### src/rtl/fpu_share_arb_pkg.sv
// Shared constants and types for the FPU sharing arbiter.
// Covers FPU field widths, error-vector bit positions and the issue FSM encoding.
package fpu_share_arb_pkg;

  localparam int OPE_W     = 4;
  localparam int DATA_W    = 32;
  localparam int FPU_ERR_W = 3;
  localparam int ERR_W     = 8;
  localparam int ERR_LOST  = 7;
  localparam int ERR_OVF   = 6;

  typedef enum logic {
    ST_IDLE,
    ST_ISSUE
  } issue_state_t;

  // Tag width for n requesters; a single requester still carries a 1-bit tag.
  function automatic int tag_w(input int n);
    return (n > 1) ? $clog2(n) : 1;
  endfunction

endpackage

### src/rtl/fpu_share_arb_if.sv
// Requester-side and FPU-side valid/ready signals of the FPU sharing arbiter.
// The slave modport is the arbiter's view; the master modport is the view of its surroundings.
interface fpu_share_arb_if
  import fpu_share_arb_pkg::*;
#(
  parameter int NREQ = 2
);

  logic [OPE_W*NREQ-1:0]  rq_ope;
  logic [DATA_W*NREQ-1:0] rq_in1;
  logic [DATA_W*NREQ-1:0] rq_in2;
  logic [NREQ-1:0]        rq_in_vld;
  logic [NREQ-1:0]        rq_in_rdy;
  logic [DATA_W-1:0]      rq_out_data;
  logic [NREQ-1:0]        rq_out_vld;
  logic [NREQ-1:0]        rq_out_rdy;

  logic [OPE_W-1:0]       f_ope_data;
  logic [DATA_W-1:0]      f_in1_data;
  logic [DATA_W-1:0]      f_in2_data;
  logic                   f_in_vld;
  logic                   f_in_rdy;
  logic [DATA_W-1:0]      f_out_data;
  logic                   f_out_vld;
  logic                   f_out_rdy;
  logic [FPU_ERR_W-1:0]   f_err;

  modport slave (
    input  rq_ope, rq_in1, rq_in2, rq_in_vld, rq_out_rdy,
    input  f_in_rdy, f_out_data, f_out_vld, f_err,
    output rq_in_rdy, rq_out_data, rq_out_vld,
    output f_ope_data, f_in1_data, f_in2_data, f_in_vld, f_out_rdy
  );

  modport master (
    output rq_ope, rq_in1, rq_in2, rq_in_vld, rq_out_rdy,
    output f_in_rdy, f_out_data, f_out_vld, f_err,
    input  rq_in_rdy, rq_out_data, rq_out_vld,
    input  f_ope_data, f_in1_data, f_in2_data, f_in_vld, f_out_rdy
  );

endinterface

### src/rtl/fpu_share_arb_tag_fifo.sv
// In-order FIFO of requester tags, one entry per FPU operation in flight.
// A push while full is dropped and reported on ovf.
module fpu_share_arb_tag_fifo #(
  parameter int DEPTH = 4,
  parameter int W     = 1
) (
  input  logic         clk,
  input  logic         rst,
  input  logic         push,
  input  logic [W-1:0] push_tag,
  input  logic         pop,
  output logic         full,
  output logic         empty,
  output logic [W-1:0] head,
  output logic         ovf
);

  localparam int PW = $clog2(DEPTH);

  logic [W-1:0]  mem [DEPTH];
  logic [PW-1:0] wr_ptr;
  logic [PW-1:0] rd_ptr;
  logic [PW:0]   count;
  logic          do_push;
  logic          do_pop;

  assign full    = (count == (PW+1)'(DEPTH));
  assign empty   = (count == '0);
  assign do_push = push && !full;
  assign do_pop  = pop && !empty;
  assign ovf     = push && full;
  assign head    = mem[rd_ptr];

  // NOTE: tag storage has no reset; count/empty guard every read, so contents before the first push are never used.
  always_ff @(posedge clk) begin
    if (do_push) mem[wr_ptr] <= push_tag;
  end

  // NOTE: sequential state uses non-blocking assignments so all flops update from pre-edge values.
  always_ff @(posedge clk or posedge rst) begin
    if (rst) begin
      wr_ptr <= '0;
      rd_ptr <= '0;
      count  <= '0;
    end else begin
      if (do_push) wr_ptr <= wr_ptr + 1'b1;
      if (do_pop)  rd_ptr <= rd_ptr + 1'b1;
      count <= count + (PW+1)'(do_push) - (PW+1)'(do_pop);
    end
  end

endmodule

### src/rtl/fpu_share_arb.sv
// Shares one FPU between NREQ requesters: round-robin issue arbiter with a 2-state issue FSM,
// plus an in-order tag FIFO that routes each result back to the requester that issued it.
module fpu_share_arb
  import fpu_share_arb_pkg::*;
#(
  parameter int NREQ      = 2,
  parameter int TAG_DEPTH = 4
) (
  input  logic             clk,
  input  logic             rst,
  fpu_share_arb_if.slave   bus,
  output logic [ERR_W-1:0] err
);

  localparam int TW = tag_w(NREQ);

  issue_state_t      state;
  logic [TW-1:0]     rr_ptr;
  logic [OPE_W-1:0]  f_ope_q;
  logic [DATA_W-1:0] f_in1_q;
  logic [DATA_W-1:0] f_in2_q;
  logic              f_in_vld_q;

  logic              grant_any;
  logic [TW-1:0]     grant_idx;
  int                idx;
  logic [NREQ-1:0]   rq_in_rdy_c;
  logic [OPE_W-1:0]  sel_ope;
  logic [DATA_W-1:0] sel_in1;
  logic [DATA_W-1:0] sel_in2;

  logic              full;
  logic              empty;
  logic [TW-1:0]     head;
  logic              pop;
  logic              ovf;
  logic              head_rdy;
  logic [NREQ-1:0]   rq_out_vld_c;
  logic              f_out_rdy_c;

  // NOTE: every always_comb output gets a default first, so no path leaves one unassigned (no latches).
  always_comb begin
    grant_any = 1'b0;
    grant_idx = '0;
    idx       = 0;
    if (!rst && state == ST_IDLE && !full) begin
      for (int k = 0; k < NREQ; k++) begin
        idx = (int'(rr_ptr) + k) % NREQ;
        if (!grant_any && bus.rq_in_vld[idx]) begin
          grant_any = 1'b1;
          grant_idx = TW'(idx);
        end
      end
    end
  end

  always_comb begin
    rq_in_rdy_c = '0;
    sel_ope     = '0;
    sel_in1     = '0;
    sel_in2     = '0;
    for (int i = 0; i < NREQ; i++) begin
      if (grant_any && grant_idx == TW'(i)) begin
        rq_in_rdy_c[i] = 1'b1;
        sel_ope        = bus.rq_ope[OPE_W*i +: OPE_W];
        sel_in1        = bus.rq_in1[DATA_W*i +: DATA_W];
        sel_in2        = bus.rq_in2[DATA_W*i +: DATA_W];
      end
    end
  end

  // Operands are captured at the grant and held untouched until the FPU accepts them.
  always_ff @(posedge clk or posedge rst) begin
    if (rst) begin
      state      <= ST_IDLE;
      rr_ptr     <= '0;
      f_ope_q    <= '0;
      f_in1_q    <= '0;
      f_in2_q    <= '0;
      f_in_vld_q <= 1'b0;
    end else begin
      case (state)
        ST_IDLE: begin
          if (grant_any) begin
            f_ope_q    <= sel_ope;
            f_in1_q    <= sel_in1;
            f_in2_q    <= sel_in2;
            f_in_vld_q <= 1'b1;
            rr_ptr     <= TW'((int'(grant_idx) + 1) % NREQ);
            state      <= ST_ISSUE;
          end
        end
        ST_ISSUE: begin
          if (bus.f_in_rdy) begin
            f_in_vld_q <= 1'b0;
            state      <= ST_IDLE;
          end
        end
        default: state <= ST_IDLE;
      endcase
    end
  end

  fpu_share_arb_tag_fifo #(
    .DEPTH (TAG_DEPTH),
    .W     (TW)
  ) u_tag_fifo (
    .clk      (clk),
    .rst      (rst),
    .push     (grant_any),
    .push_tag (grant_idx),
    .pop      (pop),
    .full     (full),
    .empty    (empty),
    .head     (head),
    .ovf      (ovf)
  );

  always_comb begin
    rq_out_vld_c = '0;
    head_rdy     = 1'b0;
    for (int i = 0; i < NREQ; i++) begin
      if (head == TW'(i)) begin
        rq_out_vld_c[i] = bus.f_out_vld && !empty;
        head_rdy        = bus.rq_out_rdy[i];
      end
    end
  end

  // With no owner on record the result is accepted anyway so the FPU never wedges.
  assign f_out_rdy_c = empty || head_rdy;
  assign pop         = bus.f_out_vld && f_out_rdy_c && !empty;

  always_ff @(posedge clk or posedge rst) begin
    if (rst) begin
      err <= '0;
    end else begin
      if (bus.f_out_vld && empty) err[ERR_LOST] <= 1'b1;
      if (ovf)                    err[ERR_OVF]  <= 1'b1;
      if (bus.f_out_vld && f_out_rdy_c)
        err[FPU_ERR_W-1:0] <= err[FPU_ERR_W-1:0] | bus.f_err;
    end
  end

  assign bus.rq_in_rdy   = rq_in_rdy_c;
  assign bus.rq_out_data = bus.f_out_data;
  assign bus.rq_out_vld  = rq_out_vld_c;
  assign bus.f_out_rdy   = f_out_rdy_c;
  assign bus.f_ope_data  = f_ope_q;
  assign bus.f_in1_data  = f_in1_q;
  assign bus.f_in2_data  = f_in2_q;
  assign bus.f_in_vld    = f_in_vld_q;

endmodule

### src/flat_wrapper.sv
// flat-port wrapper written by rule: the top's interface ports become plain ports
module fpu_share_arb_flat import fpu_share_arb_pkg::*;
#(
  parameter int NREQ      = 2,
  parameter int TAG_DEPTH = 4
)
  (clk, rst, err, bus_rq_ope, bus_rq_in1, bus_rq_in2, bus_rq_in_vld, bus_rq_out_rdy, bus_f_in_rdy, bus_f_out_data, bus_f_out_vld, bus_f_err, bus_rq_in_rdy, bus_rq_out_data, bus_rq_out_vld, bus_f_ope_data, bus_f_in1_data, bus_f_in2_data, bus_f_in_vld, bus_f_out_rdy);
  fpu_share_arb_if #(.NREQ(NREQ)) bus_i ();
  input  logic clk;
  input  logic rst;
  output logic [ERR_W-1:0] err;
  input wire logic [$bits(bus_i.rq_ope)-1:0] bus_rq_ope;
  input wire logic [$bits(bus_i.rq_in1)-1:0] bus_rq_in1;
  input wire logic [$bits(bus_i.rq_in2)-1:0] bus_rq_in2;
  input wire logic [$bits(bus_i.rq_in_vld)-1:0] bus_rq_in_vld;
  input wire logic [$bits(bus_i.rq_out_rdy)-1:0] bus_rq_out_rdy;
  input wire logic [$bits(bus_i.f_in_rdy)-1:0] bus_f_in_rdy;
  input wire logic [$bits(bus_i.f_out_data)-1:0] bus_f_out_data;
  input wire logic [$bits(bus_i.f_out_vld)-1:0] bus_f_out_vld;
  input wire logic [$bits(bus_i.f_err)-1:0] bus_f_err;
  output wire logic [$bits(bus_i.rq_in_rdy)-1:0] bus_rq_in_rdy;
  output wire logic [$bits(bus_i.rq_out_data)-1:0] bus_rq_out_data;
  output wire logic [$bits(bus_i.rq_out_vld)-1:0] bus_rq_out_vld;
  output wire logic [$bits(bus_i.f_ope_data)-1:0] bus_f_ope_data;
  output wire logic [$bits(bus_i.f_in1_data)-1:0] bus_f_in1_data;
  output wire logic [$bits(bus_i.f_in2_data)-1:0] bus_f_in2_data;
  output wire logic [$bits(bus_i.f_in_vld)-1:0] bus_f_in_vld;
  output wire logic [$bits(bus_i.f_out_rdy)-1:0] bus_f_out_rdy;
  assign bus_i.rq_ope = bus_rq_ope;
  assign bus_i.rq_in1 = bus_rq_in1;
  assign bus_i.rq_in2 = bus_rq_in2;
  assign bus_i.rq_in_vld = bus_rq_in_vld;
  assign bus_i.rq_out_rdy = bus_rq_out_rdy;
  assign bus_i.f_in_rdy = bus_f_in_rdy;
  assign bus_i.f_out_data = bus_f_out_data;
  assign bus_i.f_out_vld = bus_f_out_vld;
  assign bus_i.f_err = bus_f_err;
  assign bus_rq_in_rdy = bus_i.rq_in_rdy;
  assign bus_rq_out_data = bus_i.rq_out_data;
  assign bus_rq_out_vld = bus_i.rq_out_vld;
  assign bus_f_ope_data = bus_i.f_ope_data;
  assign bus_f_in1_data = bus_i.f_in1_data;
  assign bus_f_in2_data = bus_i.f_in2_data;
  assign bus_f_in_vld = bus_i.f_in_vld;
  assign bus_f_out_rdy = bus_i.f_out_rdy;
  fpu_share_arb #(.NREQ(NREQ), .TAG_DEPTH(TAG_DEPTH)) u_core (.clk(clk), .rst(rst), .bus(bus_i), .err(err));
endmodule
### config.mk
export PLATFORM = sky130hd
export DESIGN_NAME = fpu_share_arb_flat
export DESIGN_NICKNAME = d
export VERILOG_FILES = /design/src/rtl/fpu_share_arb_pkg.sv /design/src/rtl/fpu_share_arb_if.sv /design/src/rtl/fpu_share_arb_tag_fifo.sv /design/src/rtl/fpu_share_arb.sv /design/src/flat_wrapper.sv
export SDC_FILE = /design/constraint.sdc
export NUM_CORES = 1
export LEC_CHECK = 0
export BUFFER_PORTS_ARGS = -buffer_cell sky130_fd_sc_hd__buf_2
export CORE_AREA = 2 2 114 116
export CTS_CLUSTER_SIZE = 30
export DETAILED_ROUTE_END_ITERATION = 16
export DIE_AREA = 0 0 116 118
export PLACE_DENSITY = 0.69
export SETUP_SLACK_MARGIN = 0.1
export SLEW_MARGIN = 15
export SYNTH_ARGS = -nofsm -noshare
export SYNTH_HDL_FRONTEND = slang
export SYNTH_SLANG_ARGS = --single-unit
### constraint.sdc
create_clock -name clk -period 3.39 [get_ports clk]
set_input_delay 0.339 -clock clk [delete_from_list [all_inputs] [get_ports clk]]
set_output_delay 0.339 -clock clk [all_outputs]
set_load 0.03 [all_outputs]
### After elaboration in Yosys (flattened, before gate mapping)

Memory sizes are Yosys's and may differ from the RTL's.
Cells that the tools add are included.

* register bits: 83
* bits in writable memories: 4
* input port bits: 179
* output and inout port bits: 114
* logic and storage cells: 79
* memories kept: 1

Memory list
* u_core.u_tag_fifo.mem: words 4, bits a word 1, rd ports 1, clocked after Yosys merged registers in 0, wr ports 1, RTL line fpu_share_arb_tag_fifo.sv:20 `logic [W-1:0] mem [DEPTH];`

* $add $sub $neg: 6
* magnitude comparators: 2
* equal/unequal tests: 3
* muxes and demuxes: 31
* bitwise logic cells: 4
* reduce and logical (&&, ||, !) cells: 20

Operator list (count)
* 32-bit 2-to-1 mux: 4
* 1-bit 2-to-1 mux: 23
* 1-bit logical AND: 12
* 4-bit 2-to-1 mux: 2
* 2-bit by 1-bit adder with 2-bit output, second input constant: 2
* 1-bit zero test: 4
* 1-bit case mux with 2 select lines: 2
* 2-bit AND reduction: 2
* 3-bit by 1-bit adder with 3-bit output: 1
* 3-bit equality test, second input constant: 1
* 3-bit zero test: 1
* 2-bit by 3-bit < comparator with 1-bit output, second input constant: 1
* 3-bit OR: 1
* 3-bit by 1-bit subtractor with 3-bit output: 1
* 1-bit adder, second input constant: 2
* 1-bit by 2-bit < comparator with 1-bit output, second input constant: 1
* 2-bit by 1-bit inequality test with 1-bit output, second input constant: 1
* 2-bit inequality test, second input constant: 1
* 1-bit NOT: 2
* 1-bit bitwise AND, first input constant: 1
* 1-bit logical OR: 1

### Longest topological paths before layout

* word-level depth: 12
* depth in mapped cells: 11
* depth with buffers taken out: 11

### Hierarchy

Synthesis repeated with hierarchy kept, for this count alone.

* cell total of the unflattened synthesis: 520
* area, all modules: 5251.3 um^2

Modules (own cells, without submodules)
* fpu_share_arb: times used 1, cells each 472, area an instance 4629.4 um^2
* fpu_share_arb_tag_fifo: times used 1, cells each 48, area an instance 621.8 um^2

### Least setup slack after synthesis

OpenSTA, ideal clock, no wires.

* path type: input -> output
* from: input rst
* to: output bus_rq_in_rdy[1]
* data arrival time: 2.909 ns
* slack: 0.142 ns
* stages: 3
* buffers on the path: 0
* cells stage by stage: inv_1 nand3_1 nor2_1

* cells in the longest elaborated chain, start to end: 6

RTL lines
* start, declared: RTL line flat_wrapper.sv:10 `input logic rst;`
* 1-bit zero test (no line) *
* 1-bit logical AND * (2 in series): RTL line fpu_share_arb.sv:46 `if (!rst && state == ST_IDLE && !full) begin`
* 1-bit 2-to-1 mux: RTL line fpu_share_arb.sv:46
* 1-bit logical AND *: RTL line fpu_share_arb.sv:63 `if (grant_any && grant_idx == TW'(i)) begin`
* 1-bit 2-to-1 mux *: RTL line fpu_share_arb.sv:63
* end, declared: RTL line flat_wrapper.sv:21 `output wire logic [$bits(bus_i.rq_in_rdy)-1:0] bus_rq_in_rdy;`

Every way passes the cells marked *; elsewhere a longest branch is shown, timed or not.

### Worst setup path after layout

* from: register u_core.u_tag_fifo.count[1]
* to: register u_core.f_in2_q[14], in the netlist u_core.bus.f_in2_data[14]

* cells in the longest elaborated chain, start to end: 8

RTL lines
* start, declared: RTL line fpu_share_arb_tag_fifo.sv:23 `logic [PW:0] count;`
* start signal, assigned: RTL line fpu_share_arb_tag_fifo.sv:48 `count <= count + (PW+1)'(do_push) - (PW+1)'(do_pop);`
* 3-bit equality test *: RTL line fpu_share_arb_tag_fifo.sv:27 `assign full = (count == (PW+1)'(DEPTH));`
* 1-bit zero test *: RTL line fpu_share_arb.sv:46
* 1-bit logical AND *: RTL line fpu_share_arb.sv:46
* 1-bit 2-to-1 mux: RTL line fpu_share_arb.sv:46
* 1-bit NOT: RTL line fpu_share_arb.sv:63
* 1-bit logical AND: RTL line fpu_share_arb.sv:63
* 32-bit 2-to-1 mux (2 in series): RTL line fpu_share_arb.sv:63
* end signal, assigned: RTL line fpu_share_arb.sv:87 `f_in2_q <= sel_in2;`
* end, declared: RTL line fpu_share_arb.sv:21 `logic [DATA_W-1:0] f_in2_q;`

Marked as above.
A chain may end at the register's enable or synchronous reset.

==> results.py <==
metrics = {
    "floorplan": {
        "floorplan.rows": 41,
        "fp.coreArea_sq_um": 12410,
        "dieHeight_microns": 118,
        "die_area_sq_um": 13690,
        "num_io_pins": 293,
        "start_util_pct": 34.65,
        "floorplan.die.width_microns": 116,
    },
    "setup_path": {
        "crit_arrival_ns": 2.86,
        "timing.critical_path.fanout_max": 74,
        "timing.setup.critical_path_class": "flip-flop to flip-flop",
        "critical_path.startpoint_type": "flip-flop",
        "worst_ep_required_time_ns": 3.65,
        "timing.critical_path.to_type": "flip-flop",
    },
    "clocking": {
        "cts_tree": "built",
        "worst_setup_hold_path_clk_slew_ns": 0.06,
        "cts.sink_count": 87,
        "clock_tree.root_cell": "sky130_fd_sc_hd__clkbuf_16",
        "worstSkewPairLatency_ns": 0.33,
        "htree_levels": 3,
        "cts_resized": 0,
        "cts_hold_buf": 0,
        "cts_buffers": 9,
        "clock_tree.buffer_depth": 2,
        "postCtsSetupBuffers": 0,
    },
    "power_and_ir_drop": {
        "p_sw_uw": 2336,
        "share_seq_of_total_power_pct": 33.7,
        "peakVddDrop_uv": 406.4,
        "switching_share_pct": 43.65,
        "power.density_cell_area_nw_per_um2": 945.0,
        "power_share_of_the_combinational_group_pct": 45.6,
        "report.power.total_uw": 5350,
        "power.leakage_uw": 0.002927,
        "pwr-share-clk_pct": 20.8,
        "power_report.internal_total_uw": 3015,
    },
    "placed_design": {
        "placed_instance_count": 763,
        "dp.final_hpwl_microns": 7832,
        "buffer_ports.inserted": 225,
        "placer_s_final_routability_congestion_estimate": 0.7313,
        "dpl-instance-area_sq_um": 5325,
    },
    "finish": {
        "antenna_cells_inserted": 0,
        "fillers": 1230,
        "post_route_cells_drive_above_1_share_pct": 40.86,
        "signed_area_change_from_the_synthesized_netlist_to_the_final_layout_pct": 31.62,
        "multi_input_comb_area_sq_um": 1725,
        "final_cell_area_sq_um": 5662,
        "ff_latch_area_sq_um": 2197,
        "final_net_count": 788,
        "stdcell_count": 779,
    },
    "yosys": {
        "synthesis.area_sq_um": 4302,
        "synth.lib_cells_used.distinct": 31,
        "postSynthAreaPerCell_sq_um": 10.24,
        "warning_count_from_the_yosys_run": 3,
        "post_synth_inst_count": 420,
        "ys_ff_latch": 87,
        "post-synth-top-area-cell": "sky130_fd_sc_hd__dfrtp_1",
        "synth_sequential_area_ratio_pct": 51.08,
        "postSynth.asyncResetShare_pct": 95.40,
        "yosys.area.top_type_share_pct": 48.28,
        "yosys-top-cells-count": "83 x sky130_fd_sc_hd__dfrtp_1, 76 x sky130_fd_sc_hd__nor2_1, 71 x sky130_fd_sc_hd__a21oi_1, 71 x sky130_fd_sc_hd__mux2i_1, 35 x sky130_fd_sc_hd__buf_4",
        "most_instantiated_library_cell_after_synthesis": "sky130_fd_sc_hd__dfrtp_1",
        "synth_enable_flop_cells": 4,
        "netlist_top_cells_area": "sky130_fd_sc_hd__dfrtp_1 48%, sky130_fd_sc_hd__mux2i_1 17%, sky130_fd_sc_hd__a21oi_1 8.3%",
        "top_flip_flop_cell_by_instance_count_after_synthesis": "sky130_fd_sc_hd__dfrtp_1",
    },
    "route": {
        "ant_nets": 0,
        "vias": 3573,
        "first_iter_violations": 94,
        "drc_errors": 0,
        "drt_pre_antenna_iters": 4,
        "route.detailed.vias_per_inst": 4.587,
        "totalWireLength_microns": 10340,
        "routedWlPerCell_microns": 13.27,
    },
    "grt": {
        "grt_util_all_layers_pct": 14.96,
        "global_route.overflow_total": 0,
        "wire_length_of_the_first_global_routing_pass_microns": 16240,
        "largest_net_degree_at_the_start_of_global_routing": 75,
        "antenna_found_initial": 0,
        "grt_pass1_vias": 3528,
    },
    "timing": {
        "grt_setup_unrepaired": "false",
        "min_period_over_period_pct": 76.76,
        "setup-violations-final": 0,
        "final.setup.tns_ns": 0,
        "finalCriticalPeriod_ns": 2.602,
        "clock_skew_ns": 0.007788,
        "fmaxAchievable_ghz": 0.3843,
        "timing_worst_slew_pin_value_ns": 1.068,
        "timing.max_slew.rel_slack_pct": 28.79,
        "final-hold-violation-count": 0,
        "slew_violations": 0,
    },
    "outcome": {
        "outcome": "complete, no violations",
    },
    "job": {
        "drv.max_cap_violation_count": 0,
    },
    "hold_path": {
        "worstHoldPathType": "input port to async pin",
    },
}
## through the flow
step	util, %	worst slack [ns]	hold slack [ns]
after floorplan	-	0.1420	0.4286
after CTS	45.61	0.7699	0.1576
after detailed placement	42.89	0.8039	0.3710
after global placement	42.89	0.8824	0.3648
after global routing	45.61	0.4646	0.1890
final	45.61	0.7879	0.1333
## placed cells by master, fill, tap and decap left out, types with 3 or more instances in the layout
cell                        instances
sky130_fd_sc_hd__nand2_1            8
sky130_fd_sc_hd__buf_4              4
sky130_fd_sc_hd__clkbuf_16          9
sky130_fd_sc_hd__a21oi_1           71
sky130_fd_sc_hd__and2_1             4
sky130_fd_sc_hd__xnor2_1            3
sky130_fd_sc_hd__a31oi_1            3
sky130_fd_sc_hd__conb_1             3
sky130_fd_sc_hd__nor2_1            76
sky130_fd_sc_hd__mux2i_1           71
sky130_fd_sc_hd__inv_1              7
sky130_fd_sc_hd__buf_2            225
sky130_fd_sc_hd__dfrtp_1           83
sky130_fd_sc_hd__bufinv_16          3
sky130_fd_sc_hd__ha_1               6
sky130_fd_sc_hd__o21ai_0            6
sky130_fd_sc_hd__edfxtp_1           4
## routing by layer
layer / global-route usage, % / wire, microns / part of all wire [%]
met1: 16.20 / 3908 / 38
met2: 26.43 / 5297 / 51
met3: 4.531 / 925 / 8.9
met4: 6.696 / 206 / 2.0
met5: 0 / 0 / 0
## worst paths after layout
check	start	endpoint	slack, ns	depth (start not counted)
setup reg to reg	u_core.u_tag_fifo.count[1]	u_core.bus.f_in2_data[14]	0.79	6
hold reg to reg	u_core.err[6]	u_core.err[6]	0.38	0
setup / recovery	u_core.u_tag_fifo.count[1]	u_core.bus.f_in2_data[14]	0.79	6
min in group clk	bus_f_in_rdy	u_core.bus.f_in_vld	0.19	2
hold / removal	rst	u_core.u_tag_fifo.rd_ptr[1]	0.13	2
max in group asynchronous	rst	u_core.bus.f_in2_data[11]	2.26	3
## flip-flops by register name, indices dropped and copies added (netlist names)
signal / count
u_core.bus.f_in2_data: 32
u_core.u_tag_fifo.mem: 4
u_core.bus.f_ope_data: 4
u_core.u_tag_fifo.rd_ptr: 2
u_core.state: 1
u_core.rr_ptr: 1
u_core.u_tag_fifo.count: 3
u_core.bus.f_in1_data: 32
u_core.err: 5
u_core.bus.f_in_vld: 1
u_core.u_tag_fifo.wr_ptr: 2
## final cells by class
cell class	instances	share of cell area, %
Inverter	8	0.5525
Timing Repair Buffer	229	20.42
Tap cell	172	3.801
Sequential cell	87	38.81
Clock buffer	9	3.978
Clock inverter	7	1.967
Multi-Input combinational cell	267	30.48
## power by group through the flow
stage	Clock, uW	Combinational [uW]	Sequential, uW
after global placement	0	2410	1790
after CTS	1150	2470	1800
after global routing	1180	2650	1860
after detailed placement	0	2470	1810
final	1110	2440	1800
after floorplan	0	1000	2590
## worst max-delay path: stages, from the launching register on
cell and delay, ns:
sky130_fd_sc_hd__dfrtp_1 0.45, sky130_fd_sc_hd__nor2_1 0.14, sky130_fd_sc_hd__a2111oi_4 0.37, sky130_fd_sc_hd__buf_4 0.59, sky130_fd_sc_hd__buf_4 0.66, sky130_fd_sc_hd__nor2_1 0.11, sky130_fd_sc_hd__a21oi_1 0.14
## cell families after synthesis
family	count (synthesis)	synth area share, %
fa+ha+maj	7	2.211
simple gates	95	8.842
xor+xnor	4	0.8146
compound gates	85	10.76
mux	73	17.04
other cells	1	0.08718
flops	87	51.08
buf+inv	68	9.162
Note: power is estimated with default switching activity, not from simulation.
